**src/rtl/ifetch_prefetch_pkg.sv**
```systemverilog
// Shared definitions for the instruction fetch / prefetch stage.
package ifetch_prefetch_pkg;

    // Default width of the word-addressed fetch PC.
    localparam int PC_W_DEF = 6;

    // Canonical RISC-V NOP (addi x0, x0, 0), available to fetch consumers.
    localparam logic [31:0] NOP = 32'h0000_0013;

    // One buffered fetch result at the default PC width.
    typedef struct packed {
        logic [PC_W_DEF-1:0] pc;
        logic [31:0]         instr;
    } fetch_entry_t;

    // RUN: responses are kept. DRAIN: responses issued before a redirect
    // are still returning and are discarded.
    typedef enum logic {
        ST_RUN   = 1'b0,
        ST_DRAIN = 1'b1
    } fetch_state_t;

endpackage

```
**src/rtl/ifetch_prefetch_sync_fifo.sv**
```systemverilog
// Synchronous FIFO with flush, registered occupancy count and
// combinational head read. A push into a full FIFO is accepted only when a
// pop happens in the same cycle; a pop of an empty FIFO is ignored.
module sync_fifo #(
    parameter int WIDTH = 8,
    parameter int DEPTH = 4
) (
    input  logic                   clk,
    input  logic                   rst,
    input  logic                   flush,
    input  logic                   push,
    input  logic [WIDTH-1:0]       push_data,
    input  logic                   pop,
    output logic [WIDTH-1:0]       pop_data,
    output logic                   empty,
    output logic [$clog2(DEPTH):0] count
);

    localparam int AW = (DEPTH > 1) ? $clog2(DEPTH) : 1;
    localparam int CW = $clog2(DEPTH) + 1;

    logic [WIDTH-1:0] mem [DEPTH];
    logic [AW-1:0]    wr_ptr;
    logic [AW-1:0]    rd_ptr;
    logic             full;
    logic             do_push;
    logic             do_pop;

    function automatic logic [AW-1:0] next_ptr(input logic [AW-1:0] p);
        return (p == AW'(DEPTH - 1)) ? '0 : p + AW'(1);
    endfunction

    // Handshake qualification and head/status decode.
    always_comb begin
        full     = (count == CW'(DEPTH));
        empty    = (count == '0);
        do_pop   = pop && !empty;
        do_push  = push && (!full || do_pop);
        pop_data = mem[rd_ptr];
    end

    // Pointer and occupancy update; flush empties the FIFO.
    always_ff @(posedge clk or posedge rst) begin
        if (rst) begin
            wr_ptr <= '0;
            rd_ptr <= '0;
            count  <= '0;
        end else if (flush) begin
            wr_ptr <= '0;
            rd_ptr <= '0;
            count  <= '0;
        end else begin
            if (do_push) wr_ptr <= next_ptr(wr_ptr);
            if (do_pop)  rd_ptr <= next_ptr(rd_ptr);
            case ({do_push, do_pop})
                2'b10:   count <= count + CW'(1);
                2'b01:   count <= count - CW'(1);
                default: count <= count;
            endcase
        end
    end

    // Storage write; contents are don't-care until counted as valid.
    always_ff @(posedge clk) begin
        if (do_push && !flush) mem[wr_ptr] <= push_data;
    end

endmodule

```
**src/rtl/ifetch_prefetch.sv**
```systemverilog
// Instruction fetch with prefetch buffer. Issues word reads to instruction
// memory, tags each in-flight request with its PC, buffers returned words
// and hands them to decode over valid/ready. Redirects flush the buffer
// and discard responses still in flight from the old path.
module ifetch_prefetch
    import ifetch_prefetch_pkg::*;
#(
    parameter int PC_W      = PC_W_DEF,
    parameter int DEPTH     = 4,
    parameter int MAX_OUTST = 2
) (
    input  logic                   clk,
    input  logic                   rst,
    input  logic                   redirect_valid,
    input  logic [PC_W-1:0]        redirect_pc,
    output logic                   imem_req,
    output logic [PC_W-1:0]        imem_addr,
    input  logic                   imem_gnt,
    input  logic                   imem_rvalid,
    input  logic [31:0]            imem_rdata,
    output logic                   out_valid,
    input  logic                   out_ready,
    output logic [31:0]            out_instr,
    output logic [PC_W-1:0]        out_pc,
    output logic [$clog2(DEPTH):0] fifo_count
);

    localparam int CW = $clog2(DEPTH) + 1;
    localparam int OW = $clog2(MAX_OUTST) + 1;
    localparam int SW = CW + OW;

    fetch_state_t      state;
    logic [PC_W-1:0]   fetch_pc;
    logic [OW-1:0]     outstanding;
    logic [OW-1:0]     drop_cnt;
    logic [OW-1:0]     drop_next;
    logic [SW-1:0]     credit_used;

    logic [PC_W-1:0]   tag_pc;
    logic              tag_empty;
    logic [PC_W+31:0]  pf_head;
    logic              pf_empty;

    logic              issue;
    logic              resp;
    logic              keep;
    logic              pop;

    // Request credit: buffered + in flight, minus responses that will be
    // discarded, must leave room for every kept response.
    always_comb begin
        credit_used = SW'(fifo_count) + SW'(outstanding) - SW'(drop_cnt);
        imem_req    = !rst && !redirect_valid
                      && (outstanding < OW'(MAX_OUTST))
                      && (credit_used < SW'(DEPTH));
        imem_addr   = fetch_pc;
        issue       = imem_req && imem_gnt;
        resp        = imem_rvalid && !tag_empty;
        keep        = resp && (state == ST_RUN) && !redirect_valid;
        pop         = out_valid && out_ready;
    end

    // Next drop count: a redirect marks everything still in flight after
    // this cycle's response as stale; otherwise each stale response retires one.
    always_comb begin
        drop_next = drop_cnt;
        if (redirect_valid)
            drop_next = outstanding - OW'(resp);
        else if (resp && (state == ST_DRAIN))
            drop_next = drop_cnt - OW'(1);
    end

    // Fetch PC, drop counter and RUN/DRAIN state.
    always_ff @(posedge clk or posedge rst) begin
        if (rst) begin
            fetch_pc <= '0;
            drop_cnt <= '0;
            state    <= ST_RUN;
        end else begin
            if (redirect_valid)
                fetch_pc <= redirect_pc;
            else if (issue)
                fetch_pc <= fetch_pc + PC_W'(1);
            drop_cnt <= drop_next;
            state    <= (drop_next != '0) ? ST_DRAIN : ST_RUN;
        end
    end

    // Tag FIFO: PCs of issued requests in issue order; its occupancy is the
    // outstanding-request count. Stale tags retire with their dropped data.
    sync_fifo #(
        .WIDTH (PC_W),
        .DEPTH (MAX_OUTST)
    ) u_tag_fifo (
        .clk       (clk),
        .rst       (rst),
        .flush     (1'b0),
        .push      (issue),
        .push_data (fetch_pc),
        .pop       (resp),
        .pop_data  (tag_pc),
        .empty     (tag_empty),
        .count     (outstanding)
    );

    // Prefetch FIFO: {pc, instr} entries presented to decode.
    sync_fifo #(
        .WIDTH (PC_W + 32),
        .DEPTH (DEPTH)
    ) u_prefetch_fifo (
        .clk       (clk),
        .rst       (rst),
        .flush     (redirect_valid),
        .push      (keep),
        .push_data ({tag_pc, imem_rdata}),
        .pop       (pop),
        .pop_data  (pf_head),
        .empty     (pf_empty),
        .count     (fifo_count)
    );

    // Head presentation; payload reads as zero while the buffer is empty.
    always_comb begin
        out_valid = !pf_empty;
        out_pc    = out_valid ? pf_head[PC_W+31:32] : '0;
        out_instr = out_valid ? pf_head[31:0]       : '0;
    end

endmodule
```
**config.mk**
```make
export PLATFORM = sky130hd
export DESIGN_NAME = ifetch_prefetch
export DESIGN_NICKNAME = d
export VERILOG_FILES = /design/src/rtl/ifetch_prefetch_pkg.sv /design/src/rtl/ifetch_prefetch_sync_fifo.sv /design/src/rtl/ifetch_prefetch.sv
export SDC_FILE = /design/constraint.sdc
export NUM_CORES = 1
export LEC_CHECK = 0
export BUFFER_PORTS_ARGS = -buffer_cell sky130_fd_sc_hd__buf_2
export CORE_MARGIN = 3
export CORE_UTILIZATION = 52
export DETAILED_ROUTE_END_ITERATION = 12
export PLACE_DENSITY = 0.76
export SYNTH_ARGS = -nofsm -noshare
export SYNTH_HDL_FRONTEND = slang
export SYNTH_SLANG_ARGS = --single-unit
export TNS_END_PERCENT = 50
```
**constraint.sdc**
```tcl
create_clock -name clk -period 2.8 [get_ports clk]
set_clock_uncertainty 0.05 [all_clocks]
set_input_delay 0.42 -clock clk [delete_from_list [all_inputs] [get_ports clk]]
set_output_delay 0.42 -clock clk [all_outputs]
set_load 0.005 [all_outputs]
```
==> results of run 1 <==
## registers in the layout, indices dropped and copies added (netlist names)
| register | cells |
|---|---|
| u_prefetch_fifo.mem | 152 |
| state | 1 |
| u_tag_fifo.count | 2 |
| u_tag_fifo.wr_ptr | 1 |
| u_prefetch_fifo.count | 3 |
| u_prefetch_fifo.rd_ptr | 2 |
| u_tag_fifo.rd_ptr | 1 |
| drop_cnt | 2 |
| imem_addr | 6 |
| u_tag_fifo.mem | 12 |
| u_prefetch_fifo.wr_ptr | 2 |
## how the worst min path moves through the flow
stage / endpoint / cells after the start
floorplan: drop_cnt[0]$_DFF_PP0_ / 1
global placement: u_tag_fifo.wr_ptr$_DFFE_PP0P_ / 1
detailed placement: u_tag_fifo.wr_ptr$_DFFE_PP0P_ / 1
CTS: u_prefetch_fifo.count[0]$_DFFE_PP0P_ / 2
global route: u_prefetch_fifo.mem[3][18]$_DFFE_PP_ / 1
finish: imem_addr[5]$_DFFE_PP0P_ / 2
## cell type report
cell class | instances | area, sq um | area share (%)
tap | 180 | 225 | 2.48
clock inverter | 14 | 134 | 1.47
inverter | 16 | 60.1 | 0.661
multi-input combinational | 188 | 2050 | 22.6
timing repair buffer | 119 | 754 | 8.31
clock buffer | 17 | 425 | 4.68
sequential | 184 | 5430 | 59.8
## kinds of logic after synthesis
logic type               count (synthesis)
flip-flops                             184
AND/OR/NAND/NOR                         83
multiplexers                            47
buffers and inverters                   33
AO/OA/AOI/OAI                           28
XOR/XNOR                                16
adder cells (fa/ha/maj)                 14
## cell usage in the layout, fill, tap and decap left out, types with 3 or more instances in the layout
cell / instances
nor2_1: 8
clkinv_2: 4
edfxtp_1: 164
mux2_2: 8
and2_1: 38
a21oi_1: 5
and2_2: 4
clkbuf_16: 17
buf_4: 19
buf_12: 7
ha_1: 10
nand2_1: 16
inv_1: 14
clkinvlp_4: 5
xnor2_1: 12
mux4_2: 38
buf_2: 92
o31ai_1: 3
xor2_1: 3
nand3_1: 6
o21ai_0: 6
dfrtp_1: 17
## metrics by stage
stage                     hold slack, ns  util [%]
final                              0.102      64.7
after CTS                          0.122      64.1
after floorplan                    0.334         -
after global routing               0.135      64.7
after global placement             0.432      59.8
after detailed placement           0.441      59.8
## layer usage
metal	track usage, %	part of all wire [%]	vias to the layer above
li1	-	-	1813
met1	22.9	42	2019
met2	29.6	50	126
met3	4.88	5.0	27
met4	7.32	2.2	2
met5	0	0.12	-
## repair_timing
| action | 4_1_cts | 5_1_grt |
|---|---|---|
| endpoints found under the hold margin | 0 | 0 |
| pin swaps | 2 | 9 |
| buffers inserted | 4 | 5 |
| endpoints found under the setup margin | 1 | 25 |
| resized for setup | 7 | 8 |
## power groups by stage
stage	combinational [mW]	sequential, mW	clock (mW)
CTS	0.919	3.27	2.30
finish	0.986	3.27	2.25
floorplan	0.579	3.27	0
global route	1.09	3.28	2.40
global placement	0.787	3.31	0
detailed placement	0.822	3.32	0
==> flow_metrics.py, run 1 <==
metrics = {
    "logic_synthesis": {
        "ys_types": 38,
        "synthMuxAreaShare_pct": 12.8,
        "synth_top_family_by_area": "multiplexers",
        "synth_seq_area_share_pct": 72.0,
        "synth-compound-area-share_pct": 3.04,
        "synthFlopType": "edfxtp_1",
        "synthesis.area_sq_um": 7530,
        "yosys.area_share.xor_xnor_pct": 1.86,
        "synth_top_cell_by_area": "edfxtp_1",
        "synth-simple-area-share_pct": 6.13,
        "synth_fa_ha_area_share_pct": 2.52,
        "async_reset_ff_share_pct": 10.9,
        "synth_most_common_cell": "edfxtp_1",
        "synth_area_leaders": "edfxtp_1, mux4_2, dfrtp_1",
        "ys_top_cells_by_count": "edfxtp_1, and2_1, mux4_2",
        "ys_warn_count": 0,
        "synthCells": 405,
        "yosys.area.top_type_share_pct": 65.4,
        "avgSynthCellArea_sq_um": 18.6,
        "syn_nets": 463,
        "synth-seq-cells": 184,
        "synth_edf_count": 164,
    },
    "floorplan": {
        "die_area_sq_um": 16000,
        "die_x_microns": 126,
        "core_sq_um": 14000,
        "start_util_pct": 53.7,
        "die_y_microns": 126,
        "boundaryPins": 93,
        "row_count": 43,
    },
    "pwr": {
        "p_int_mw": 4.95,
        "netSwitchingPower_mw": 1.55,
        "p_clk_share_pct": 34.6,
        "p_total_mw": 6.51,
        "powerDensity_nw_per_um2": 717,
        "ir_drop_v": 0.000541,
        "power_frac_seq_pct": 50.2,
        "combPwrFrac_pct": 15.2,
        "static-leakage-power_nw": 3.30,
        "switching_share_pct": 23.9,
    },
    "setup_path": {
        "slowest_delay_ns": 0.56,
        "reg2reg_from": "u_prefetch_fifo.count[1]$_DFFE_PP0P_",
        "reg2reg_slack_ns": 0.04,
        "crit_start": "u_prefetch_fifo.count[1]$_DFFE_PP0P_",
        "cp-endpoint": "imem_req",
        "path_class": "reg2out",
        "reg2reg_to": "u_tag_fifo.mem[1][2]$_DFFE_PP_",
        "critPathMaxFanout": 2,
        "slowest_stage": "fa_1",
        "critPathTopFamily": "adder cells",
        "crit_top_cell": "inv_2",
        "crit_chain": "inv_2 > fa_1 > inv_2 > ha_4 > nand3b_4 > a211o_4 > a21boi_2 > buf_2",
        "worstSetupEndpointType": "primary output",
        "timing.critical_path.buf_inv": 3,
        "cp-start-kind": "register",
        "cp_data_arrival_time_ns": 2.44,
        "reg2regPathDepth": 11,
        "crit_cells": 8,
        "crit_required_ns": 2.33,
    },
    "timing": {
        "tightestPinTransition_ns": 0.825,
        "finalHoldViolCount": 0,
        "setup-tns-final_ns": -0.108,
        "relSlewSlack_pct": 44.9,
        "setup_viol_count_final": 1,
        "post-route-min-period_ns": 2.91,
        "drv_slew": 0,
        "fin_crit_sh_pct": 104,
        "setup_slack_ns": -0.108,
        "max_freq_ghz": 0.344,
        "rsz0062_at_grt": "yes",
    },
    "clock_network": {
        "h-tree-depth": 4,
        "clockBufferDepth": 2,
        "cts_sinks": 184,
        "clkTransAtPathRegs_ns": 0.06,
        "cts_tree": "yes",
        "cts_buffers": 17,
        "insertion_delay_ns": 0.43,
        "hold_buffers": 0,
        "root_buffer": "clkbuf_16",
    },
    "route": {
        "drt_wl_total_microns": 13800,
        "via_per_inst": 5.55,
        "ant_nets": 0,
        "route.detailed.drc": 0,
        "drt-wirelength-per-cell_microns": 19.2,
        "firstDrtPassIters": 4,
        "dr_total_vias": 3987,
        "initialDrtViolationCount": 313,
    },
    "run_status": {
        "violations": "setup timing",
        "status": "complete, but fails checks",
    },
    "place": {
        "place_congestion": 0.829,
        "port_buffers": 92,
        "dp_slack_ns": 0.0648,
        "place_area_sq_um": 8390,
        "post-place-cells": 679,
        "hpwl_microns": 8550,
    },
    "global_routing": {
        "grt_pass1_wl_microns": 21800,
        "antenna_found_initial": 1,
        "grt_max_degree": 41,
        "overflow": 0,
        "grt_pass1_vias": 4205,
        "grt_use_total_pct": 18.0,
    },
    "flow_run": {
        "max_cap_violations": 0,
    },
    "layout": {
        "area_growth_pct": 20.5,
        "nNetsFinal": 584,
        "final_cells": 718,
        "final_area_sq_um": 9080,
        "antenna_cells": 0,
        "fill_cells": 972,
        "drive_above_1_share_pct": 40.3,
    },
    "hold_path": {
        "hold_class": "in2async",
    },
}
(Power assumes the default switching activity.)
==> run 2, diff against run 1 <==
- CORE_UTILIZATION: 52 -> 40
- PLACE_DENSITY: 0.76 -> 0.62
==> run 2 against run 1 <==
Against the previous run:
- the flow still finishes with violations (setup timing)
- count of clock-buffer cells in the layout did not move
- utilization shrank 15 points
- sequential share of layout area is 0.085 points lower
- non-clock buffer count is 5 lower
- first-iteration DRC count shrank 44%
- critical path type unchanged
==> flow_metrics.py, run 2 (synthesis gave the netlist of run 1 again) <==
metrics = {
    "layout": {
        "fill_cells": 1495,
        "top_register": "u_prefetch_fifo.mem",
        "largest_reg_flops": 152,
        "final_area_sq_um": 9090,
        "final_common_cell": "edfxtp_1",
        "final_core_util_pct": 49.9,
        "drive_above_1_share_pct": 39.5,
        "final_cell_mix": "edfxtp_1, buf_2, mux4_2, and2_1",
        "seq_area_sq_um": 5430,
        "nNetsFinal": 579,
        "multi_input_area_sq_um": 2040,
        "area_growth_pct": 20.7,
    },
    "global_routing": {
        "use_met3_pct": 4.09,
        "overflow": 0,
        "antenna_found_initial": 1,
        "gr-usage-met2_pct": 23.4,
        "grt_pass1_wl_microns": 22100,
        "grt_pass1_vias": 4149,
        "grt_use_total_pct": 14.3,
        "grt_max_degree": 41,
        "top_usage_layer": "met2",
        "globalRouteMet1Util_pct": 18.5,
    },
    "place": {
        "place_congestion": 0.825,
        "port_buffers": 92,
        "place_area_sq_um": 8410,
        "hpwl_microns": 8270,
    },
    "route": {
        "ant_nets": 0,
        "via_per_inst": 5.12,
        "route.detailed.drc": 0,
        "firstDrtPassIters": 4,
        "initialDrtViolationCount": 175,
        "dr_total_vias": 3908,
        "drt-wirelength-per-cell_microns": 18.1,
        "drt_wl_total_microns": 13800,
    },
    "clock_network": {
        "cts_buffers": 17,
        "h-tree-depth": 4,
        "root_buffer": "clkbuf_16",
        "insertion_delay_ns": 0.42,
        "cts_sinks": 184,
        "cts_tree": "yes",
        "clockBufferDepth": 2,
        "clkTransAtPathRegs_ns": 0.07,
    },
    "timing": {
        "tightestPinTransition_ns": 0.813,
        "setup_viol_count_final": 1,
        "setup_slack_ns": -0.0120,
        "rsz0062_at_grt": "yes",
        "finalHoldViolCount": 0,
        "fin_crit_sh_pct": 100,
        "drv_slew": 0,
        "relSlewSlack_pct": 45.7,
        "max_freq_ghz": 0.356,
        "post-route-min-period_ns": 2.81,
    },
    "floorplan": {
        "die_x_microns": 143,
        "boundaryPins": 93,
        "start_util_pct": 41.4,
        "core_sq_um": 18200,
        "row_count": 49,
        "die_area_sq_um": 20500,
        "die_y_microns": 143,
    },
    "setup_path": {
        "crit_top_cell": "inv_2",
        "worstSetupEndpointType": "primary output",
        "timing.critical_path.buf_inv": 3,
        "slowest_stage": "fa_1",
        "reg2reg_slack_ns": 0.04,
        "critPathTopFamily": "adder cells",
        "reg2reg_from": "u_tag_fifo.count[1]$_DFFE_PP0P_",
        "crit_chain": "inv_2 > fa_1 > inv_2 > ha_4 > nand3b_4 > a211o_4 > a21boi_2 > buf_2",
        "reg2regPathDepth": 10,
        "crit_required_ns": 2.33,
        "reg2reg_to": "imem_addr[1]$_DFFE_PP0P_",
        "cp_data_arrival_time_ns": 2.34,
        "slowest_delay_ns": 0.54,
        "cp-start-kind": "register",
        "path_class": "reg2out",
        "critPathMaxFanout": 2,
    },
    "pwr": {
        "static-leakage-power_nw": 3.28,
        "ir_drop_v": 0.000426,
        "powerDensity_nw_per_um2": 719,
    },
    "run_status": {
        "violations": "setup timing",
        "status": "complete, but fails checks",
    },
    "hold_path": {
        "hold_class": "in2async",
    },
    "flow_run": {
        "max_cap_violations": 0,
    },
}
==> run 2: cell count changes in the layout (fill, tap and decap cells not counted), moves of 2 or more <==
cell        before  now
inv_6            1    8
clkinv_2         4    0
clkinvlp_4       5    1
buf_12           7    5
buf_4           19   17
clkinv_4         0    2
==> run 2: worst reg2reg max path, stage by stage (launching register included) <==
cell and delay [ns]:
dfrtp_1 0.36, inv_2 0.05, fa_1 0.54, inv_2 0.05
ha_4 0.26, nand3b_4 0.07, a211o_4 0.33, buf_4 0.14
a21o_4 0.24, mux2_4 0.30, mux2_2 0.26
==> run 2: final cells by class <==
cell class / count / area share (%)
clock inverters: 15 / 1.72
repair buffers: 114 / 7.57
multi-input cells: 188 / 22.5
inverters: 16 / 0.661
diodes: 1 / 0.0275
clock buffers: 17 / 4.68
well taps: 229 / 3.15
flip-flops and latches: 184 / 59.7
==> run 2: power breakdown <==
| part | internal (mW) | switching, mW | leakage [nW] |
|---|---|---|---|
| registers | 3.15 | 0.108 | 1.72 |
| logic | 0.500 | 0.465 | 1.28 |
| clock network | 1.26 | 1.05 | 0.283 |
==> run 2: worst max path at each step <==
stage / start / end / slack (ns) / cells past startpoint
6_report: u_tag_fifo.count[1]$_DFFE_PP0P_ / imem_req / -0.01 / 8
5_1_grt: u_tag_fifo.count[1]$_DFFE_PP0P_ / imem_req / -0.13 / 8
4_1_cts: u_tag_fifo.count[1]$_DFFE_PP0P_ / imem_req / -0.04 / 8
3_5_place_dp: u_prefetch_fifo.count[1]$_DFFE_PP0P_ / imem_addr[1]$_DFFE_PP0P_ / 0.10 / 9
3_3_place_gp: u_prefetch_fifo.count[1]$_DFFE_PP0P_ / imem_addr[1]$_DFFE_PP0P_ / 0.13 / 9
2_1_floorplan: u_tag_fifo.count[0]$_DFFE_PP0P_ / u_prefetch_fifo.mem[3][0]$_DFFE_PP_ / 0.02 / 4
==> run 2: routing by layer <==
layer / vias to the layer above / share of wire [%]
met3: 14 / 5.0
li1: 1810 / -
met5: - / 0
met4: 0 / 1.2
met2: 96 / 50
met1: 1988 / 44
==> run 2: timing repair <==
item	CTS	global route
hold buffers	0	0
setup endpoints to repair	1	5
setup buffers	5	1
pin swaps	4	3
resized for setup	6	4
==> run 2: through the flow <==
stage	instances	hold slack, ns	power (mW)	setup slack (ns)	TNS (ns)
after floorplan	405	0.334	3.85	0.0237	0
after global placement	725	0.435	4.11	0.134	0
after detailed placement	725	0.435	4.14	0.103	0
after CTS	762	0.115	6.59	-0.0431	-0.0431
after global routing	764	0.135	6.86	-0.134	-0.172
final	764	0.108	6.54	-0.0120	-0.0120
==> run 3, diff against run 2 <==
- BUFFER_PORTS_ARGS: -buffer_cell sky130_fd_sc_hd__buf_2 -> -buffer_cell sky130_fd_sc_hd__clkbuf_2
==> run 3 against run 2 <==
Against the previous run:
- the flow still finishes with violations (setup timing)
- sequential share of layout area hardly changed
- sequential power hardly changed
- power is 0.32% higher
- non-clock buffer count increased by 4
==> flow_metrics.py, run 3 (synthesis gave the netlist of run 1 again) <==
metrics = {
    "floorplan": {
        "start_util_pct": 41.4,
        "die_x_microns": 143,
        "row_count": 49,
        "die_y_microns": 143,
        "die_area_sq_um": 20500,
        "core_sq_um": 18200,
        "boundaryPins": 93,
    },
    "setup_path": {
        "crit_start": "u_tag_fifo.count[1]$_DFFE_PP0P_",
        "reg2reg_slack_ns": 0.04,
        "reg2reg_from": "u_tag_fifo.count[1]$_DFFE_PP0P_",
        "slowest_delay_ns": 0.55,
        "crit_chain": "inv_2 > fa_1 > inv_2 > ha_4 > nand3b_4 > a211o_4 > a21boi_2 > buf_2",
        "critPathMaxFanout": 2,
        "cp_data_arrival_time_ns": 2.39,
        "cp-start-kind": "register",
        "reg2regPathDepth": 10,
        "timing.critical_path.buf_inv": 3,
        "crit_required_ns": 2.33,
        "crit_top_cell": "inv_2",
        "path_class": "reg2out",
        "slowest_stage": "fa_1",
        "worstSetupEndpointType": "primary output",
        "critPathTopFamily": "adder cells",
        "reg2reg_to": "imem_addr[1]$_DFFE_PP0P_",
    },
    "pwr": {
        "switching_share_pct": 23.9,
        "p_clk_share_pct": 34.8,
        "p_total_mw": 6.56,
        "netSwitchingPower_mw": 1.57,
        "static-leakage-power_nw": 3.26,
        "ir_drop_v": 0.000444,
        "powerDensity_nw_per_um2": 721,
        "p_int_mw": 4.99,
        "combPwrFrac_pct": 15.5,
        "power_frac_seq_pct": 49.7,
    },
    "clock_network": {
        "clockBufferDepth": 2,
        "insertion_delay_ns": 0.42,
        "cts_sinks": 184,
        "cts_tree": "yes",
        "clkTransAtPathRegs_ns": 0.07,
        "h-tree-depth": 4,
        "root_buffer": "clkbuf_16",
        "cts_buffers": 17,
    },
    "layout": {
        "final_cells": 767,
        "area_growth_pct": 20.7,
        "largest_reg_flops": 152,
        "nNetsFinal": 583,
        "final_area_sq_um": 9090,
        "multi_input_area_sq_um": 2050,
        "antenna_cells": 0,
        "seq_area_sq_um": 5430,
        "fill_cells": 1485,
        "final_core_util_pct": 49.9,
        "final_common_cell": "edfxtp_1",
        "final_cell_mix": "edfxtp_1, clkbuf_2, mux4_2, and2_1, buf_4",
        "drive_above_1_share_pct": 40.1,
        "top_register": "u_prefetch_fifo.mem",
    },
    "run_status": {
        "status": "complete, but fails checks",
        "violations": "setup timing",
    },
    "global_routing": {
        "grt_use_total_pct": 14.0,
        "overflow": 0,
        "grt_pass1_wl_microns": 21800,
        "grt_pass1_vias": 4119,
        "grt_max_degree": 41,
        "antenna_found_initial": 0,
    },
    "place": {
        "port_buffers": 92,
        "post-place-cells": 727,
        "place_area_sq_um": 8400,
        "hpwl_microns": 8650,
        "place_congestion": 0.804,
    },
    "timing": {
        "rsz0062_at_grt": "yes",
        "post-route-min-period_ns": 2.86,
        "setup_slack_ns": -0.0642,
        "finalHoldViolCount": 0,
        "drv_slew": 0,
        "max_freq_ghz": 0.349,
        "relSlewSlack_pct": 45.5,
        "setup_viol_count_final": 1,
        "tightestPinTransition_ns": 0.817,
        "hold_ws_ns": 0.112,
        "fin_crit_sh_pct": 102,
    },
    "flow_run": {
        "max_cap_violations": 0,
    },
    "hold_path": {
        "hold_class": "in2async",
    },
    "route": {
        "dr_total_vias": 3920,
        "drt_wl_total_microns": 13700,
        "route.detailed.drc": 0,
        "via_per_inst": 5.11,
        "initialDrtViolationCount": 246,
        "firstDrtPassIters": 4,
        "ant_nets": 0,
        "drt-wirelength-per-cell_microns": 17.8,
    },
}
-- run 3: cell types whose count changed in the layout (fill, tap and decap cells not counted), moves of 2 or more --
| cell | change |
|---|---|
| clkinv_2 | +2 |
| clkinv_4 | +3 |
| clkbuf_2 | +91 |
| buf_12 | -2 |
| inv_6 | -6 |
| buf_2 | -91 |
| buf_4 | +6 |
-- run 3: worst max path at each step --
stage / cells after the start / end / slack [ns]
5_1_grt: 8 / imem_req / -0.14
2_1_floorplan: 4 / u_prefetch_fifo.mem[3][0]$_DFFE_PP_ / 0.02
3_5_place_dp: 8 / u_tag_fifo.mem[1][0]$_DFFE_PP_ / 0.07
6_report: 8 / imem_req / -0.06
4_1_cts: 8 / imem_req / -0.08
3_3_place_gp: 9 / imem_addr[1]$_DFFE_PP0P_ / 0.14
-- run 3: metrics by stage --
stage,setup TNS [ns],worst slack [ns]
floorplan,0,0.0237
global placement,0,0.136
detailed placement,0,0.0662
CTS,-0.0812,-0.0812
global route,-0.183,-0.140
finish,-0.0642,-0.0642
-- run 3: power groups by stage --
stage          Sequential (mW)  Clock, mW  Combinational (mW)
6_report                  3.26       2.28                1.02
5_1_grt                   3.27       2.46                1.12
4_1_cts                   3.26       2.34               0.962
3_5_place_dp              3.31          0               0.840
3_3_place_gp              3.30          0               0.809
2_1_floorplan             3.27          0               0.579
-- run 3: routing by layer --
| layer | routed length (microns) | share of wire [%] | GRT usage (%) |
|---|---|---|---|
| met1 | 6000 | 44 | 18.1 |
| met2 | 6770 | 50 | 23.2 |
| met3 | 713 | 5.2 | 3.68 |
| met4 | 172 | 1.3 | 4.36 |
| met5 | 0 | 0 | 0 |
-- run 3: cell type report --
cell class / instances / share of cell area [%]
Clock inverter: 15 / 1.69
Multi-Input combinational cell: 188 / 22.5
Tap cell: 229 / 3.15
Inverter: 16 / 0.660
Sequential cell: 184 / 59.7
Clock buffer: 17 / 4.68
Timing Repair Buffer: 118 / 7.62
-- run 3: timing repair --
action                     4_1_cts  5_1_grt
pin swaps                        4        5
hold endpoints to repair         0        0
gates resized for setup          6        6
hold buffers                     0        0
setup endpoints to repair        1        5
setup buffers                    4        4
